===== src/rtl/ft2_pkg.sv =====
// Shared types and constants for the FT2 transmit path.
// Skid depth, byte type and the default idle-flush interval.
package ft2_pkg;

    localparam int FT2_SKID_DEPTH = 3;
    localparam int FT2_IDLE_FLUSH = 16;

    typedef logic [7:0] ft2_byte_t;

endpackage


===== src/rtl/ft2_skid_buf.sv =====
// Three-entry circular skid buffer between FIFO read data and FT2232H bus.
// Ports: clk, rst (sync, active-high); push/wdata write at tail; pop advances
// head; occ is current occupancy, occ_next and next_data describe the buffer
// after this edge's push/pop (next_data is don't-care when occ_next is 0).
module ft2_skid_buf
    import ft2_pkg::*;
(
    input  logic      clk,
    input  logic      rst,
    input  logic      push,
    input  logic      pop,
    input  ft2_byte_t wdata,
    output logic [1:0] occ,
    output logic [1:0] occ_next,
    output ft2_byte_t next_data
);

    ft2_byte_t  mem [FT2_SKID_DEPTH];
    logic [1:0] head;
    logic [1:0] tail;
    logic [1:0] head_next;

    function automatic logic [1:0] wrap_inc(input logic [1:0] p);
        return (p == 2'(FT2_SKID_DEPTH - 1)) ? 2'd0 : p + 2'd1;
    endfunction

    always_comb begin
        occ_next  = occ + {1'b0, push} - {1'b0, pop};
        head_next = pop ? wrap_inc(head) : head;
        // Buffer drains to empty before the push lands: the new head is
        // the byte being written this edge, not yet in mem.
        if (occ == {1'b0, pop}) begin
            next_data = wdata;
        end else begin
            next_data = mem[head_next];
        end
    end

    always_ff @(posedge clk) begin
        if (rst) begin
            head <= 2'd0;
            tail <= 2'd0;
            occ  <= 2'd0;
        end else begin
            if (push) begin
                tail <= wrap_inc(tail);
            end
            head <= head_next;
            occ  <= occ_next;
        end
    end

    always_ff @(posedge clk) begin
        if (push) begin
            mem[tail] <= wdata;
        end
    end

endmodule


===== src/rtl/ft2_tx_bridge.sv =====
// Drains the FT2 byte FIFO into the FT2232H sync 245-FIFO write port.
// Ports: clk/rst (sync, active-high); fifo_empty, fifo_rd_en, fifo_rd_data
// (1-cycle read latency); ft_txe_n, ft_wr_n, ft_data, ft_siwu_n to the chip;
// tx_bytes counts accepted bytes mod 2^16.
// Build option FT2_TX_SIWU_EN enables the idle send-immediate pulse.
module ft2_tx_bridge
    import ft2_pkg::*;
#(
    parameter int IDLE_FLUSH = FT2_IDLE_FLUSH
) (
    input  logic        clk,
    input  logic        rst,
    input  logic        fifo_empty,
    output logic        fifo_rd_en,
    input  logic [7:0]  fifo_rd_data,
    input  logic        ft_txe_n,
    output logic        ft_wr_n,
    output logic [7:0]  ft_data,
    output logic        ft_siwu_n,
    output logic [15:0] tx_bytes
);

    if (IDLE_FLUSH < 2 || IDLE_FLUSH > 65535) begin : g_bad_flush
        $error("IDLE_FLUSH must be in 2..65535");
    end

    logic       inflight;
    logic       accept;
    logic       drive_next;
    logic [1:0] occ;
    logic [1:0] occ_next;
    logic [2:0] committed;
    ft2_byte_t  next_data;

    // Bytes already owed to the buffer: stored plus the read on its way.
    assign committed  = {1'b0, occ} + {2'b00, inflight};
    assign fifo_rd_en = !fifo_empty && (committed < 3'(FT2_SKID_DEPTH));
    assign accept     = !ft_wr_n && !ft_txe_n;
    assign drive_next = (occ_next != 2'd0) && !ft_txe_n;

    ft2_skid_buf u_skid (
        .clk       (clk),
        .rst       (rst),
        .push      (inflight),
        .pop       (accept),
        .wdata     (fifo_rd_data),
        .occ       (occ),
        .occ_next  (occ_next),
        .next_data (next_data)
    );

    always_ff @(posedge clk) begin
        if (rst) begin
            inflight <= 1'b0;
            ft_wr_n  <= 1'b1;
            ft_data  <= 8'h00;
            tx_bytes <= 16'h0000;
        end else begin
            inflight <= fifo_rd_en;
            ft_wr_n  <= !drive_next;
            // Data bus only moves when a write is presented.
            if (drive_next) begin
                ft_data <= next_data;
            end
            if (accept) begin
                tx_bytes <= tx_bytes + 16'd1;
            end
        end
    end

`ifdef FT2_TX_SIWU_EN
    logic [15:0] idle_cnt;
    logic [15:0] idle_next;
    logic        armed;
    logic        fire;

    always_comb begin
        idle_next = idle_cnt;
        if (accept) begin
            idle_next = 16'd0;
        end else if (occ == 2'd0 && fifo_empty &&
                     idle_cnt != 16'(IDLE_FLUSH)) begin
            idle_next = idle_cnt + 16'd1;
        end
        fire = armed && (idle_next == 16'(IDLE_FLUSH));
    end

    always_ff @(posedge clk) begin
        if (rst) begin
            idle_cnt  <= 16'd0;
            armed     <= 1'b0;
            ft_siwu_n <= 1'b1;
        end else begin
            idle_cnt  <= idle_next;
            ft_siwu_n <= !fire;
            if (accept) begin
                armed <= 1'b1;
            end else if (fire) begin
                armed <= 1'b0;
            end
        end
    end
`else
    assign ft_siwu_n = 1'b1;
`endif

endmodule


===== config.mk =====
export PLATFORM = sky130hd
export DESIGN_NAME = ft2_tx_bridge
export DESIGN_NICKNAME = d
export VERILOG_FILES = /design/src/rtl/ft2_pkg.sv /design/src/rtl/ft2_skid_buf.sv /design/src/rtl/ft2_tx_bridge.sv
export SDC_FILE = /design/constraint.sdc
export NUM_CORES = 1
export LEC_CHECK = 0
export CAP_MARGIN = 10
export CORE_UTILIZATION = 51
export CTS_CLUSTER_SIZE = 30
export DETAILED_ROUTE_END_ITERATION = 10
export PLACE_DENSITY = 0.73
export SYNTH_ARGS = -nofsm -noshare
export SYNTH_HDL_FRONTEND = slang
export SYNTH_SLANG_ARGS = --single-unit

===== constraint.sdc =====
create_clock -name clk -period 5.1 [get_ports clk]
set_input_delay 0.51 -clock clk [delete_from_list [all_inputs] [get_ports clk]]
set_output_delay 0.51 -clock clk [all_outputs]
set_load 0.02 [all_outputs]

* Yosys cells after proc, flatten, opt, wreduce, memory -nomap -nowiden
Memories as Yosys holds them, arrays and structs flattened. Index checks and enable logic that the tools add are counted.
Storage, ports and cells: logic and storage cells 32, RAM bits 24, flip-flop bits (word level) 32, memories 1, output and inout port bits 27, bits of input ports 12
Memory list:
- u_skid.mem | words 3, bits a word 8, read ports 1, clocked after Yosys merged registers in 0, wr ports 1, line ft2_skid_buf.sv:18 | ft2_byte_t mem [FT2_SKID_DEPTH];
Cells by class: equal/unequal tests 3, multiplexer cells 6, $lt $le $gt $ge 1, $add $sub $neg 6, reduce and logical (&&, ||, !) cells 8
Operator list (number):
- $add 16x1->16 const B | 1
- $mux 8 | 1
- $mux 2 | 3
- $add 2x1->2 const B | 2
- $eq 2x2->1 const B | 2
- $logic_not 1->1 | 4
- $add 2x1->3 | 1
- $logic_and 1x1->1 | 3
- $lt 3x2->1 const B | 1
- $add 2x1->2 | 1
- $eq 2x1->1 | 1
- $mux 1 | 2
- $reduce_bool 2->1 | 1
- $sub 2x1->2 | 1

* Longest topological paths before layout
Gate-level depths: netlist of run 1.
word-level depth 6, gate-level depth with buffers 8, depth with buffers taken out 7

* Hierarchy
From an unflattened synthesis of run 1, not the netlist that was laid out.
Second synthesis, totals: cell total of the unflattened synthesis 251, area, all modules 2801.4 µm²
Modules (own cells, without submodules):
- ft2_skid_buf | sequential area each 840.8 µm², area an instance 1615.3 µm², cells each 120, instances 1
- ft2_tx_bridge | sequential area each 520.5 µm², area an instance 1186.1 µm², cells each 131, instances 1

* Worst setup path before layout of run 1
Ideal clock, no wire load.
kind input-to-reg, start in ft_txe_n, end reg ft_data[6], path slack 2.793 ns, required time 4.967 ns, buffers on the path 1, stages on the path 8, data arrival time 2.173 ns, setup time 0.133 ns, path through o21a_1 -> or2_2 -> ha_1 -> xnor2_2 -> mux2i_2 -> and2_1 -> buf_2 -> a311oi_1
Between the ends: longest elaborated chain between the ends 5, elaborated cells on any way between the ends 9, those cells by class add/sub: 1; eq/ne: 1; mux: 2; reduce/logical: 4; memory: 1
RTL lines:
- from (decl) | line ft2_tx_bridge.sv:16 | input logic ft_txe_n,
- $logic_not 1->1 * | line ft2_tx_bridge.sv:38, ft2_tx_bridge.sv:39
- $logic_and 1x1->1 | line ft2_tx_bridge.sv:38 | assign accept = !ft_wr_n && !ft_txe_n;
- $mux 2 / $sub 2x1->2 (equally long branches) | line ft2_skid_buf.sv:29, ft2_skid_buf.sv:28
- $mem_v2 3x8 / $reduce_bool 2->1 (equally long branches)
- $mux 8 / $logic_and 1x1->1 (equally long branches) | line ft2_skid_buf.sv:32, ft2_tx_bridge.sv:39
- to (signal assigned) | line ft2_tx_bridge.sv:63 | ft_data <= next_data;
- to (decl) | line ft2_tx_bridge.sv:18 | output logic [7:0] ft_data,
Mark *: on every way between the ends. The rest lies on a longest branch, timed or not. A chain may end at the register's enable or synchronous reset.

* Final worst setup path of run 1
start in ft_txe_n, end reg ft_data[4]
The elaborated chain is that of the path after synthesis.

==> results.md, run 1 <==
- Async SR Flop Fraction: 0%
- Most common cell after layout, fill and taps aside: clkdlybuf4s50_1
- Worst-skew pair later-pin latency: 310 ps
- Drt wl/cell: 14.5 um
- Reg clk slew, reported paths: ~100 ps
- Die width: 72.7 um
- Cell family contributing the most delay on the critical path: simple AND/OR/NAND/NOR gates
- Row count: 25
- Required time worst endpoint: 5290 ps
- Hold bufs inserted after CTS: 0
- Pleak: 1.03 nW
- Final wirelength: 4990 um
- Placed cell area: just under 3000 um^2
- Worst setup EP type: flip-flop
- Met3 Wirelength: 230 um
- Final setup fails: 0
- P_int: 0.000683 W
- Routed length on met1: about 2300 um
- PD cells: between 300 and 400 nW/um^2
- Max-slew headroom: 35.2%
- Number of enable flip-flop cells after synthesis: 24
- Grt ovf: 0
- Clock power share: 25.3%
- Largest stage delay, worst path: 540 ps
- Minimum clock period: approximately 2800 ps
- Util after Layout: 64.3%
- Largest net degree at the start of global routing: 34
- First-pass GRT wire length: approximately 8500 um
- Placer congestion estimate: slightly below 0.8
- Max-Cap Viols: 0
- Mapped Cells: 243
- Synth Warn #: 0
- Setup Total Neg Slack: 0 ps
- Via/cell ratio: 5.56
- Dominant synthesized flop cell: dfxtp_1
- Root Buffer: clkbuf_8
- CP max-delay cell: clkdlybuf4s50_1
- Via count: around 1,900
- Max VDD drop: 0.000211 V
- Filler cells: 407
- Mapped Nets: 259
- Detailed Place HPWL: 3460 um
- Nets: 293
- Gate power share: 20.5%
- Most frequent cells in the layout: clkdlybuf4s50_1 (37), dfxtp_1 (32), edfxtp_1 (24)
- I/O pin cnt: 39
- Share of cells above drive strength 1: 9.35%
- Residual DRC: 0
- Syn-to-layout area delta: 20.0%
- Worst-path cell chain: clkdlybuf4s50_1 > o21a_1 > or2_2 > ha_1 > xnor2_2 > mux2i_2 > and2_1 > a311oi_1
- Status: complete, no violations
- DRT iter0 DRCs: 113
- Top Layer Used: met4
- PortBufs: 37
- Pwr Total: 0.000957 W
- Initial antenna violation count: 0
- Sequential element share of the synthesized area: 53.4%
- DIE HEIGHT: 72.7 um
- CTS Sinks: 56
- CP Launch Type: input pin
- Clock skew: 8.81 ps
- Crit path buf inv count: 1
- # resized after CTS: 0
- Htree depth: 2
- Setup bufs post-CTS: 0
- Crit Path Category: input pin to flip-flop
- DR pass1 iterations: 4
- Sequential Power Share: 54.2%
- Yosys reg bits: between 50 and 60
- Sw Ratio: 28.6%
- Peak fanout along the critical path: 9
- GRT Total Usage: 21.4%
- TritonCTS clock tree: built
- Post-Syn Area: approximately 2500 um^2
- Slew @ Worst Pin: 964 ps
- Distinct cell type count after synthesis: 41
- Fmax: 351 MHz
- Unrepaired setup endpoints after global routing: false
- Met2 WL: 2380 um
- Fin area: 3060 um^2
- Final Max Tran Viols: 0
- NetSw: 0.000274 W
- Number of global-route vias before repair: 1,844
- Final ANT Viol Nets: 0
- HP Class: flip-flop to flip-flop
- CTS Buffer Depth: 2
- Die area: approximately 5300 um^2
- Initial core utilization: 53.6%
- Number of diodes: 0
- Core box area: 4750 um^2
- Avg Cell Area, Syn: 10.5 um^2
- CTS Buf Count: 5
- Crit share post-route: 55.9%
- Final Hold Fails: 0
- Crit path arrival time: 3040 ps
[area by class of cell]
class	count	area (um^2)	area share, %
flip-flops and latches	56	1360	44.5
multi-input cells	171	1120	36.6
repair buffers	40	393	12.8
well taps	67	83.8	2.74
clock buffers	5	68.8	2.25
clock inverters	3	21.3	0.695
inverters	3	11.3	0.368
[power by group through the flow]
stage               Clock (W)  Combinational (W)  Sequential [W]
floorplan                   0           0.000113        0.000538
global placement            0           0.000192        0.000528
detailed placement          0           0.000195        0.000529
CTS                  0.000249           0.000196        0.000519
global route         0.000266           0.000212        0.000522
finish               0.000242           0.000196        0.000519
[per-stage QoR]
| step | setup slack, ps | hold WS, ps | std cells |
|---|---|---|---|
| floorplan | 2790 | 503 | 243 |
| global placement | 2030 | 463 | 337 |
| detailed placement | 1940 | 474 | 337 |
| CTS | 2280 | 488 | 345 |
| global route | 2130 | 541 | 345 |
| finish | 2250 | 485 | 345 |
[state kept, by name, summed over array words and instances (netlist names)]
name         flops
u_skid.mem      24
tx_bytes        16
ft_data          8
u_skid.head      2
u_skid.occ       2
u_skid.tail      2
ft_wr_n          1
inflight         1
[final timing paths]
| kind | to | startpoint | slack [ps] | cells past startpoint |
|---|---|---|---|---|
| max | ft_data[4] | ft_txe_n | 2250 | 8 |
| min | tx_bytes[15] | tx_bytes[15] | 480 | 2 |
| min reg2reg | tx_bytes[15] | tx_bytes[15] | 480 | 2 |
| max reg2reg | ft_data[4] | ft_wr_n | 2570 | 7 |
[metal layers]
metal  global-route usage, %  vias up
li1                        -      971
met1                    28.5      899
met2                    34.5       41
met3                    4.70        8
met4                    7.63        0
met5                       0        -
[worst min-delay path: cells and delay by family (launching register included)]
kind               cells  cell delay (ps)
DFF                    1              330
AOI/OAI and AO/OA      2              120
[synth_stat cells, types with 2 or more instances]
master	n	area, um^2
a21oi_1	17	85.1
clkbuf_1	7	26.3
nor2_1	16	60.1
or4_1	3	22.5
mux2_2	9	101
nand3_1	4	20.0
dfxtp_1	32	641
xor2_1	6	52.6
o31ai_1	3	22.5
buf_2	3	15.0
xnor2_1	4	35.0
and3_1	3	18.8
ha_1	4	50.1
nand2_1	16	60.1
nor2b_1	13	81.3
or3_1	11	68.8
nand4_1	6	37.5
nor3_1	14	70.1
o21ai_0	12	60.1
a311oi_1	8	70.1
o2111ai_1	8	70.1
inv_1	2	7.51
edfxtp_1	24	721
[logic make-up after synthesis]
| kind of cell | after synthesis | share of synthesized area (%) |
|---|---|---|
| flops | 56 | 53.4 |
| simple gates | 93 | 19.8 |
| xor+xnor | 11 | 4.07 |
| fa+ha+maj | 4 | 1.96 |
| compound gates | 51 | 13.1 |
| mux | 11 | 4.91 |
| buf+inv | 16 | 2.70 |
| other cells | 1 | 0.147 |
(Power assumes the default switching activity.)
==> run 2, diff against run 1 <==
Clock period 5.1 ns to 2.8 ns, I/O delays scaled along.
==> results.md, run 2 (same netlist as run 1, synthesis figures left out) <==
- Crit path arrival time: approximately 2100 ps
- Largest stage delay, worst path: 660 ps
- Max-Cap Viols: 0
- Filler cells: 405
- CP Launch Type: flip-flop
- Drt wl/cell: 14.9 um
- Hold_sp: tx_bytes[15]
- Die area: 5290 um^2
- P_int: 0.00132 W
- GRT Total Usage: 21.7%
- CP max-delay cell: clkdlybuf4s50_1
- Largest net degree at the start of global routing: 20
- CTS Sinks: 56
- Most common cell after layout, fill and taps aside: clkdlybuf4s50_1
- Core box area: 4750 um^2
- Final Hold Fails: 0
- Number of global-route vias before repair: 1,761
- Max reg flops: 24
- Row count: 25
- Required time worst endpoint: around 2500 ps
- Via count: 1,992
- Die width: 72.7 um
- PD cells: 580 nW/um^2
- Setup Total Neg Slack: 0 ps
- Largest Register: u_skid.mem
- Worst-path cell chain: ha_1 > ha_1 > a211oi_1 > clkdlybuf4s50_1
- Reg clk slew, reported paths: 100 ps
- Placement Setup Slack: 230 ps
- Crit path buf inv count: 1
- Via/cell ratio: 5.66
- PortBufs: 37
- Multi-input gate area: 1120 um^2
- Root Buffer: clkbuf_8
- Detailed Place HPWL: approximately 3700 um
- Clock power share: 27.2%
- Residual DRC: 0
- Most frequent cells in the layout: clkdlybuf4s50_1 (37), dfxtp_1 (32), edfxtp_1 (24)
- Final setup fails: 0
- R2R Path Start: ft_wr_n
- DIE HEIGHT: between 70 and 80 um
- DRT iter0 DRCs: 86
- Max-slew headroom: 37.5%
- Sw Ratio: 27.2%
- Pleak: about 1.1 nW
- Hold bufs inserted after CTS: 0
- I/O pin cnt: 39
- Clock skew: 9.72 ps
- Final wirelength: about 5200 um
- Unrepaired setup endpoints after global routing: false
- # resized after CTS: 0
- Hold slack: 483 ps
- Biggest regs: u_skid.mem: 24 flops, tx_bytes: 16 flops, ft_data: 8 flops
- Worst setup EP type: output pin
- HP Class: flip-flop to flip-flop
- Fmax: 420 MHz
- DR pass1 iterations: 4
- First-pass GRT wire length: 8670 um
- Most frequent cell on the critical path: ha_1
- Htree depth: 2
- Nets: 300
- Gate power share: 20.8%
- Share of cells above drive strength 1: between 10% and 20%
- Grt ovf: 0
- Syn-to-layout area delta: 22.7%
- Status: complete, no violations
- Initial antenna violation count: 0
- Cell family contributing the most delay on the critical path: buffers and inverters
- Register area: 1360 um^2
- Sequential Power Share: a little over half
- Slew @ Worst Pin: 935 ps
- TritonCTS clock tree: built
- NetSw: 0.000493 W
- Placer congestion estimate: 0.766
- Setup WS post-layout: 422 ps
- Final ANT Viol Nets: 0
- CTS Buf Count: 5
- Minimum clock period: ~2400 ps
- Max VDD drop: 0.000357 V
- Critical Path Start: inflight
- Final Max Tran Viols: 0
- Worst-skew pair later-pin latency: approximately 310 ps
- CTS Buffer Depth: 2
- Number of diodes: 0
- Peak fanout along the critical path: 5
- Crit share post-route: roughly 85%
- Crit Path Category: flip-flop to output pin
- R2R Setup Slk: 600 ps
- Initial core utilization: between 50% and 60%
- Setup bufs post-CTS: 0
==> run 2: cell types whose count changed in the layout (fill, tap and decap cells not counted) <==
cell and change:
buf_4 +7, clkbuf_16 +1, clkbuf_4 +1, clkinvlp_4 -1
inv_6 -1
==> run 2: power groups by stage <==
stage | Clock [W] | Sequential, W | Combinational [W]
floorplan | 0 | 0.000980 | 0.000206
CTS | 0.000504 | 0.000944 | 0.000379
global placement | 0 | 0.000961 | 0.000371
detailed placement | 0 | 0.000962 | 0.000378
global route | 0.000533 | 0.000950 | 0.000410
finish | 0.000494 | 0.000944 | 0.000377
==> run 2: worst paths after layout <==
check	endpoint	cells after the start
max	fifo_rd_en	4
min	tx_bytes[15]	2
max reg2reg	ft_data[1]	7
min reg2reg	tx_bytes[15]	2
==> run 2: final cells by class <==
cell class	count	area share, %
inverter	3	0.360
clock inverter	1	0.160
tap	67	2.68
timing repair buffer	47	14.2
sequential	56	43.5
multi-input combinational	171	35.8
clock buffer	7	3.24
==> run 2: metal layers <==
layer  GRT usage, %  vias to the layer above  share of wire (%)
met4           7.19                        0                1.3
met2           34.1                       42                 48
met1           30.2                      957                 47
met5              0                        -                  0
met3           4.28                        6                4.4
li1               -                      987                  -
==> run 2: metrics by stage <==
step	util [%]	std cells	instance area, um^2	power, W
floorplan	-	243	2550	0.00119
global placement	63.6	344	3020	0.00133
detailed placement	63.6	344	3020	0.00134
CTS	65.8	352	3130	0.00183
global route	65.8	352	3130	0.00189
finish	65.8	352	3130	0.00182
==> run 2: worst register-to-register path, stage by stage, from the launching register on <==
cell and delay (ps):
dfxtp_1 400, o21a_1 220, or2_2 290, ha_1 210
xnor2_2 200, mux2i_2 250, and2_1 350, a311oi_1 140
==> run 3, diff against run 2 <==
Settings changed: CORE_UTILIZATION 51 to 48, PLACE_DENSITY 0.73 to 0.72.
Clock period 2.8 ns to 2.1 ns, I/O delays scaled along.
==> results.md, run 3 (same netlist as run 1, synthesis figures left out) <==
- Core box area: 5110 um^2
- DRT iter0 DRCs: 109
- PD cells: approximately 750 nW/um^2
- Hold slack: ~450 ps
- CTS Buffer Depth: 2
- CP Launch Type: flip-flop
- Number of diodes: 0
- Status: complete, no violations
- Placement Setup Slack: -411 ps
- DIE HEIGHT: 74.9 um
- Peak fanout along the critical path: 3
- Final ANT Viol Nets: 0
- DR pass1 iterations: 4
- Root Buffer: clkbuf_8
- Placer congestion estimate: 0.746
- Filler cells: 429
- Final Non-Filler Cells: around 370
- Clock skew: 7.92 ps
- Final wirelength: 5480 um
- Placed Cells incl. Taps: 357
- PortBufs: 37
- Drt wl/cell: 15.0 um
- Setup WS post-layout: 111 ps
- Via/cell ratio: 5.58
- HP Class: input pin to flip-flop
- Initial core utilization: between 40% and 50%
- Worst setup EP type: flip-flop
- Grt ovf: 0
- Max VDD drop: 0.000438 V
- Detailed Place HPWL: 3740 um
- Unrepaired setup endpoints after global routing: false
- Row count: 26
- Final Hold Fails: 0
- Reg clk slew, reported paths: 100 ps
- CTS Buf Count: 5
- Final setup fails: 0
- Max-Cap Viols: 0
- Pleak: between 1 and 1.5 nW
- Fmax: 503 MHz
- Htree depth: 2
- Final Max Tran Viols: 0
- Hold bufs inserted after CTS: 0
- Most common cell after layout, fill and taps aside: clkdlybuf4s50_1
- Die area: ~5600 um^2
- TritonCTS clock tree: built
- Initial antenna violation count: 0
- First-pass GRT wire length: 8770 um
- Share of cells above drive strength 1: 16.6%
- Setup bufs post-CTS: 0
- Util after Layout: 63.7%
- Most frequent cells in the layout: clkdlybuf4s50_1 (35), dfxtp_1 (29), edfxtp_1 (24)
- Biggest regs: u_skid.mem: 24 flops, tx_bytes: 16 flops, ft_data: 8 flops
- GRT Total Usage: a little over a fifth
- Worst-skew pair later-pin latency: 310 ps
- Largest Register: u_skid.mem
- Minimum clock period: 1990 ps
- Crit share post-route: between 90% and 100%
- Required time worst endpoint: 2320 ps
- Residual DRC: 0
- Max reg flops: 24
- CTS Sinks: 56
- Via count: approximately 2,000
- Die width: 74.9 um
- Largest net degree at the start of global routing: 31
- Nets: slightly above 300
- Syn-to-layout area delta: 27.5%
- Crit path arrival time: between 2000 and 2500 ps
- I/O pin cnt: 39
- Number of global-route vias before repair: 1,867
- Crit Path Category: flip-flop to flip-flop
-- run 3: routing by layer --
metal  up-vias  GRT usage [%]  wire (um)
li1       1007              -          -
met1       976           29.5       2560
met2        46           33.9       2630
met3         6           4.28        234
met4         0           3.77         46
met5         -              0          0
-- run 3: path summary, 6_finish.rpt --
kind	end	slack, ps	cells after the start	from
max	ft_data[3]	110	8	ft_wr_n
min	tx_bytes[1]	450	4	ft_txe_n
min reg2reg	tx_bytes[15]	480	2	tx_bytes[15]
max reg2reg	ft_data[3]	110	8	ft_wr_n
-- run 3: power breakdown --
part           switching, W  leakage [nW]  internal [W]  total (W)
Clock              0.000341        0.0445      0.000269   0.000610
Sequential        0.0000525         0.480       0.00120    0.00125
Combinational      0.000291         0.606      0.000296   0.000587
Total              0.000684          1.13       0.00177    0.00245
-- run 3: worst max-delay path, cell delays in order (launching register included) --
cell	delay, ps
dfxtp_4	370
o21a_1	180
or2_4	260
ha_4	170
xnor2_4	180
mux2i_4	280
buf_4	150
a21oi_1	60
a311oi_1	250
-- run 3: through the flow --
| step | cell area (um^2) | TNS (ps) | power, W |
|---|---|---|---|
| 2_1_floorplan | 2590 | 0 | 0.00161 |
| 3_3_place_gp | 3140 | -3100 | 0.00183 |
| 3_5_place_dp | 3140 | -3490 | 0.00185 |
| 4_1_cts | 3230 | -2.15 | 0.00245 |
| 5_1_grt | 3250 | 0 | 0.00257 |
| 6_report | 3250 | 0 | 0.00245 |
-- run 3: what timing repair did --
action | CTS | global route
setup endpoints to repair | 9 | 10
gates resized for setup | 2 | 6
pin swaps | 1 | 6
endpoints found under the hold margin | 0 | 0
-- run 3: final cells by class --
| type | instances | area, um^2 | share of cell area [%] |
|---|---|---|---|
| multi-input cells | 171 | 1170 | 35.9 |
| repair buffers | 57 | 526 | 16.2 |
| inverters | 3 | 11.3 | 0.346 |
| clock inverters | 1 | 7.51 | 0.231 |
| well taps | 70 | 87.6 | 2.69 |
| flip-flops and latches | 56 | 1370 | 42.1 |
| clock buffers | 7 | 86.3 | 2.65 |
